===== src/rtl/key_pkg.sv =====
// Shared definitions for the multi-channel key conditioner.
// Contents:
//   SYNC_STAGES : depth of the per-key input synchroniser
//   key_st_e    : per-key event FSM states
//   ms_to_cyc   : converts a millisecond duration into clk cycles
package key_pkg;

  localparam int unsigned SYNC_STAGES = 2;

  typedef enum logic [1:0] {
    RELEASED = 2'd0,
    PRESSED  = 2'd1,
    HELD     = 2'd2
  } key_st_e;

  function automatic int unsigned ms_to_cyc(input int unsigned clk_hz,
                                            input int unsigned ms);
    return (clk_hz / 1000) * ms;
  endfunction

endpackage


===== src/rtl/key_channel.sv =====
// One key channel: synchroniser, debounce counter, event FSM and hold counter.
// Ports:
//   clk, rst_n     : clock, asynchronous active-low reset
//   key_in         : raw asynchronous key pin
//   key_state      : debounced level, 1 = pressed
//   press_pulse    : 1-cycle pulse on accepted press
//   release_pulse  : 1-cycle pulse on accepted release
//   long_pulse     : 1-cycle pulse once per press after LONG_CYC cycles held
//   repeat_pulse   : 1-cycle pulse every REP_CYC cycles after long_pulse
module key_channel
  import key_pkg::*;
#(
  parameter int unsigned DB_CYC     = 10,
  parameter int unsigned LONG_CYC   = 50,
  parameter int unsigned REP_CYC    = 20,
  parameter bit          ACTIVE_LOW = 1'b1
) (
  input  logic clk,
  input  logic rst_n,
  input  logic key_in,
  output logic key_state,
  output logic press_pulse,
  output logic release_pulse,
  output logic long_pulse,
  output logic repeat_pulse
);

  localparam int unsigned DBW      = $clog2(DB_CYC + 1);
  localparam int unsigned HOLD_MAX = (LONG_CYC > REP_CYC) ? LONG_CYC : REP_CYC;
  localparam int unsigned HW       = (HOLD_MAX < 1) ? 1 : $clog2(HOLD_MAX + 1);
  localparam logic [DBW-1:0] DB_LAST   = DBW'(DB_CYC - 1);
  // When an event is disabled its terminal value is never compared.
  localparam logic [HW-1:0]  LONG_LAST = HW'(LONG_CYC - 1);
  localparam logic [HW-1:0]  REP_LAST  = HW'(REP_CYC - 1);
  localparam bit LONG_EN  = (LONG_CYC != 0);
  localparam bit REP_EN   = LONG_EN && (REP_CYC != 0);
  localparam logic IDLE_LVL = ACTIVE_LOW;

  logic [SYNC_STAGES-1:0] sync_q;
  logic                   p;
  logic [DBW-1:0]         db_cnt;
  logic                   db_level;

  key_st_e        state_q, state_d;
  logic [HW-1:0]  hold_q, hold_d;
  logic           press_d, release_d, long_d, repeat_d;

  // Synchroniser presets to the released level so a key held through
  // reset is seen as a fresh press.
  always_ff @(posedge clk or negedge rst_n) begin
    if (!rst_n) sync_q <= {SYNC_STAGES{IDLE_LVL}};
    else        sync_q <= {sync_q[SYNC_STAGES-2:0], key_in};
  end

  assign p = sync_q[SYNC_STAGES-1] ^ IDLE_LVL;

  always_ff @(posedge clk or negedge rst_n) begin
    if (!rst_n) begin
      db_cnt   <= '0;
      db_level <= 1'b0;
    end else if (p == db_level) begin
      db_cnt <= '0;
    end else if (db_cnt == DB_LAST) begin
      db_level <= ~db_level;
      db_cnt   <= '0;
    end else begin
      db_cnt <= db_cnt + 1'b1;
    end
  end

  always_ff @(posedge clk or negedge rst_n) begin
    if (!rst_n) begin
      state_q       <= RELEASED;
      hold_q        <= '0;
      press_pulse   <= 1'b0;
      release_pulse <= 1'b0;
      long_pulse    <= 1'b0;
      repeat_pulse  <= 1'b0;
    end else begin
      state_q       <= state_d;
      hold_q        <= hold_d;
      press_pulse   <= press_d;
      release_pulse <= release_d;
      long_pulse    <= long_d;
      repeat_pulse  <= repeat_d;
    end
  end

  // Release has priority over a long/repeat terminal count in the same cycle.
  always_comb begin
    state_d   = state_q;
    hold_d    = hold_q;
    press_d   = 1'b0;
    release_d = 1'b0;
    long_d    = 1'b0;
    repeat_d  = 1'b0;
    case (state_q)
      RELEASED: begin
        if (db_level) begin
          state_d = PRESSED;
          hold_d  = '0;
          press_d = 1'b1;
        end
      end
      PRESSED: begin
        if (!db_level) begin
          state_d   = RELEASED;
          hold_d    = '0;
          release_d = 1'b1;
        end else if (LONG_EN) begin
          if (hold_q == LONG_LAST) begin
            state_d = HELD;
            hold_d  = '0;
            long_d  = 1'b1;
          end else begin
            hold_d = hold_q + 1'b1;
          end
        end
      end
      HELD: begin
        if (!db_level) begin
          state_d   = RELEASED;
          hold_d    = '0;
          release_d = 1'b1;
        end else if (REP_EN) begin
          if (hold_q == REP_LAST) begin
            hold_d   = '0;
            repeat_d = 1'b1;
          end else begin
            hold_d = hold_q + 1'b1;
          end
        end
      end
      default: begin
        state_d = RELEASED;
        hold_d  = '0;
      end
    endcase
  end

  assign key_state = (state_q != RELEASED);

endmodule


===== src/rtl/key_debounce_multi.sv =====
// N-channel push-button conditioner: per-key synchronise, debounce and
// press/release/long/repeat event generation, plus an any-event flag.
// Ports:
//   clk, rst_n     : clock, asynchronous active-low reset
//   key_in         : raw asynchronous key pins [N_KEYS]
//   key_state      : debounced levels, 1 = pressed [N_KEYS]
//   press_pulse    : press events [N_KEYS]
//   release_pulse  : release events [N_KEYS]
//   long_pulse     : long-press events [N_KEYS]
//   repeat_pulse   : auto-repeat events [N_KEYS]
//   any_event      : OR of all event pulses
module key_debounce_multi
  import key_pkg::*;
#(
  parameter int unsigned N_KEYS      = 3,
  parameter int unsigned CLK_HZ      = 50_000_000,
  parameter int unsigned DEBOUNCE_MS = 20,
  parameter int unsigned LONG_MS     = 1000,
  parameter int unsigned REPEAT_MS   = 200,
  parameter int unsigned ACTIVE_LOW  = 1
) (
  input  logic              clk,
  input  logic              rst_n,
  input  logic [N_KEYS-1:0] key_in,
  output logic [N_KEYS-1:0] key_state,
  output logic [N_KEYS-1:0] press_pulse,
  output logic [N_KEYS-1:0] release_pulse,
  output logic [N_KEYS-1:0] long_pulse,
  output logic [N_KEYS-1:0] repeat_pulse,
  output logic              any_event
);

  localparam int unsigned DB_CYC   = ms_to_cyc(CLK_HZ, DEBOUNCE_MS);
  localparam int unsigned LONG_CYC = ms_to_cyc(CLK_HZ, LONG_MS);
  localparam int unsigned REP_CYC  = ms_to_cyc(CLK_HZ, REPEAT_MS);

  if (DB_CYC < 2) begin : g_db_too_short
    $error("key_debounce_multi: debounce interval must be at least 2 cycles");
  end
  if ((N_KEYS < 1) || (N_KEYS > 16)) begin : g_bad_n_keys
    $error("key_debounce_multi: N_KEYS must be in 1..16");
  end

  for (genvar i = 0; i < N_KEYS; i++) begin : g_key
    key_channel #(
      .DB_CYC     (DB_CYC),
      .LONG_CYC   (LONG_CYC),
      .REP_CYC    (REP_CYC),
      .ACTIVE_LOW (ACTIVE_LOW != 0)
    ) u_chan (
      .clk           (clk),
      .rst_n         (rst_n),
      .key_in        (key_in[i]),
      .key_state     (key_state[i]),
      .press_pulse   (press_pulse[i]),
      .release_pulse (release_pulse[i]),
      .long_pulse    (long_pulse[i]),
      .repeat_pulse  (repeat_pulse[i])
    );
  end

  assign any_event = (|press_pulse) | (|release_pulse) | (|long_pulse) | (|repeat_pulse);

endmodule


===== config.mk =====
export PLATFORM = sky130hd
export DESIGN_NAME = key_debounce_multi
export DESIGN_NICKNAME = d
export VERILOG_FILES = /design/src/rtl/key_pkg.sv /design/src/rtl/key_channel.sv /design/src/rtl/key_debounce_multi.sv
export SDC_FILE = /design/constraint.sdc
export NUM_CORES = 1
export LEC_CHECK = 0
export ABC_AREA = 1
export BUFFER_PORTS_ARGS = -buffer_cell sky130_fd_sc_hd__buf_2
export CAP_MARGIN = 20
export CORE_MARGIN = 1
export CORE_UTILIZATION = 64
export DETAILED_ROUTE_END_ITERATION = 8
export GPL_TIMING_DRIVEN = 0
export HOLD_SLACK_MARGIN = 0.05
export PLACE_DENSITY = 0.81
export SLEW_MARGIN = 40
export SYNTH_ARGS = -nofsm -noshare
export SYNTH_HDL_FRONTEND = slang
export SYNTH_SLANG_ARGS = --single-unit

===== constraint.sdc =====
create_clock -name clk -period 1.9 [get_ports clk]
set_input_delay 0.19 -clock clk [delete_from_list [all_inputs] [get_ports clk]]
set_output_delay 0.19 -clock clk [all_outputs]
set_load 0.01 [all_outputs]

==> results.py <==
metrics = {
    "run_status": {
        "status": "completed",
    },
    "final_layout": {
        "nets": 1600,
        "area_growth_pct": 12.62,
        "fill_cells": 1257,
        "fin_util_pct": 74.67,
        "drive_gt1_share_pct": 9.228,
        "antennaDiodeCount": 0,
        "final_area_mm2": 0.01152,
    },
    "synthesis": {
        "synth.avg_cell_area_um2": 6.743,
        "synth_top_cells_by_count": "nand2_1 (527), nor2_1 (289), inv_1 (172)",
        "seq_area_frac_synth_pct": 40.44,
        "synth.most_common_cell": "nand2_1",
        "yosysWarnings": 0,
        "synth-edff-count": 0,
        "synth_area_leaders": "dfrtp_1 (39%), nand2_1 (19%), nor2_1 (11%)",
        "netlist_area_mm2": 0.01023,
        "ys_types": 36,
        "synth_largest_area_cell": "dfrtp_1",
        "async_flop_share_pct": 100.0,
        "ys_seq_elements": 165,
        "synth_ff_type": "dfrtp_1",
        "synth_nets": 1537,
        "synth_cells": 1517,
        "yosysTopAreaCellShare_pct": 38.90,
    },
    "floorplanning": {
        "dieWidth_um": 128.4,
        "io_pins": 21,
        "coreArea_mm2": 0.01543,
        "die_h_um": 128.4,
        "rows": 45,
        "dieArea_mm2": 0.01649,
        "start_util_pct": 66.30,
    },
    "cts": {
        "htreeDepth": 4,
        "cts_buffers": 17,
        "cts.clk_slew.worst_paths_ps": 70,
        "cts_sinks": 165,
        "cts_tree": "done",
        "ctsLongestPathBuffers": 2,
        "cts_root_buffer": "clkbuf_16",
        "clk_latency_ps": 440,
    },
    "global_routing": {
        "grt_pass1_vias": 8709,
        "grtUsageTotal_pct": 30.52,
        "grt-ovfl-total": 0,
        "grt_pass1_wl_mm": 39.92,
        "antenna_found_initial": 0,
        "grt_max_degree": 73,
    },
    "worst_setup_path": {
        "start_kind": "flip-flop",
        "critPathMaxStageDelay_ps": 410,
        "critPathSlowestCell": "dfrtp_1",
        "crit_type": "flip-flop to flip-flop",
        "cp-end-kind": "flip-flop",
        "crit_chain": "inv_1 -> ha_1 -> inv_1 -> nor2_4 -> nor2_4 -> inv_1 -> buf_4 -> nor2_1 -> nand2_1 -> nand2_1",
        "cpMostUsedCell": "inv_1",
        "required_ps": 2230,
        "arrival_ps": 2150,
        "crit_fanout": 10,
    },
    "routing": {
        "wl_mm": 23.97,
        "drcViolationCount": 0,
        "viasPerCell": 5.265,
        "wl_per_cell_um": 13.28,
        "num_vias": 9498,
        "drtIter0Drc": 585,
        "ant_nets": 0,
        "dr.pass1.iters": 7,
    },
    "power_and_ir_drop": {
        "ir_drop_mv": 0.6778,
        "p_int_mw": 5.565,
        "leakagePower_nw": 5.351,
        "seqPwrFrac_pct": 49.8,
        "p_clk_share_pct": 47.9,
        "switching_power_mw": 1.571,
        "swShare_pct": 22.01,
        "power_density_mw_per_mm2": 619.4,
        "power_mw": 7.135,
        "pwr-share-comb_pct": 2.3,
    },
    "sta": {
        "timing.fmax_mhz": 547.9,
        "hold_viol_final": 0,
        "drv_slew": 0,
        "fin_crit_sh_pct": 96.07,
        "setup_violations": 0,
        "finClkSkew_ps": 11.87,
        "timing.slew.headroom_pct": 68.00,
        "period_needed_ps": 1825,
        "worstMarginPinSlew_ps": 480.0,
    },
    "worst_hold_path": {
        "hold_path.class": "input pin to asynchronous set/reset pin",
    },
    "placed_design": {
        "dp_hpwl_mm": 17.18,
        "gp_congestion": 0.9542,
        "portBuffers": 20,
        "place_area_mm2": 0.01066,
    },
    "run": {
        "cap_violations": 0,
    },
}
-- cells by family after synthesis --
logic type      count (synthesis)  synth area share, %
fa+ha+maj                      15                1.835
xor+xnor                       49                4.196
compound gates                 78                4.355
mux                             1              0.09786
flops                         165                40.44
buf+inv                       209                8.795
simple gates                 1000                40.28
-- layout by cell type, fill, tap and decap left out, types with 5 or more instances in the layout --
master	synthesis	routed
xnor2_1	19	19
nor4_1	7	7
nand2_4	3	7
nand2_2	8	5
buf_2	8	23
nor2_4	1	9
nor2_2	13	7
clkbuf_16	0	17
buf_4	16	37
buf_6	6	6
a21oi_1	32	32
nor2_1	289	287
nand2_1	527	526
clkbuf_1	6	9
o21ai_0	26	26
dfstp_2	6	6
inv_1	172	172
ha_1	15	13
dfrtp_1	159	159
nor3_1	34	33
xor2_1	30	30
nand4_1	21	21
nand3_1	82	80
o2111ai_1	7	7
-- flip-flops by register name (all words and copies together) (netlist names) --
register                    count
g_key.u_chan.long_pulse         3
g_key.u_chan.db_level           3
g_key.u_chan.repeat_pulse       3
g_key.u_chan.state_q            6
g_key.u_chan.db_cnt            60
g_key.u_chan.sync_q             6
g_key.u_chan.press_pulse        3
g_key.u_chan.hold_q            78
g_key.u_chan.release_pulse      3
-- area by class of cell --
| type | instances | area, µm² | area share [%] |
|---|---|---|---|
| Buffer | 36 | 260.3 | 2.259 |
| Clock inverter | 11 | 126.4 | 1.097 |
| Timing Repair Buffer | 44 | 340.3 | 2.954 |
| Multi-Input combinational cell | 1143 | 5293 | 45.94 |
| Inverter | 173 | 649.4 | 5.637 |
| Clock buffer | 21 | 450.4 | 3.910 |
| Tap cell | 211 | 264.0 | 2.292 |
| Sequential cell | 165 | 4136 | 35.91 |
-- per-stage QoR --
stage / setup WS, ps / setup TNS [ps] / hold WS [ps] / instances
2_1_floorplan: 336.7 / 0 / -105.6 / 1517
3_3_place_gp: -1804 / -289990 / 296.7 / 1748
3_5_place_dp: -115.0 / -951.7 / 45.31 / 1750
4_1_cts: 1.179 / 0 / 178.4 / 1786
5_1_grt: -31.38 / -106.2 / 193.7 / 1804
6_report: 74.74 / 0 / 182.4 / 1804
-- worst max-delay path: cells and delay by family, from the launching register on --
family	cells	cell delay [ps]
buffers and inverters	4	600
adders and majority gates	1	160
DFF	1	410
and+or+nand+nor	5	540
-- power by group through the flow --
stage	logic, mW	clock network [mW]	registers, mW
2_1_floorplan	0.0502	0	3.62
3_3_place_gp	0.134	0	3.62
3_5_place_dp	0.153	0	3.62
4_1_cts	0.160	3.46	3.56
5_1_grt	0.185	3.62	3.56
6_report	0.161	3.42	3.56
-- layer usage --
layer	GRT usage, %	routed length (µm)
met2	51.03	11580
met5	0	0
met4	10.52	503
met3	5.447	1130
met1	40.12	10760
-- worst paths after layout --
path / start / end / slack [ps] / depth (start not counted)
max in group asynchronous: rst_n / g_key[1].u_chan.sync_q[0] / 1070 / 3
worst min register to register: g_key[2].u_chan.sync_q[0] / g_key[2].u_chan.sync_q[1] / 360 / 0
min in group clk: g_key[2].u_chan.sync_q[0] / g_key[2].u_chan.sync_q[1] / 360 / 0
worst max-delay path: g_key[1].u_chan.state_q[0] / g_key[1].u_chan.hold_q[0] / 70 / 10
worst min-delay path: rst_n / g_key[2].u_chan.db_cnt[19] / 180 / 2
worst max register to register: g_key[1].u_chan.state_q[0] / g_key[1].u_chan.hold_q[0] / 70 / 10
-- what timing repair did --
action                                 4_1_cts  5_1_grt
hold buffers                                 4        0
gates resized for setup                      4       25
pin swaps                                    0        6
buffers inserted                             0       18
endpoints found under the hold margin      164        0
setup endpoints to repair                   14       80
Note: power is estimated with default switching activity, not from simulation.
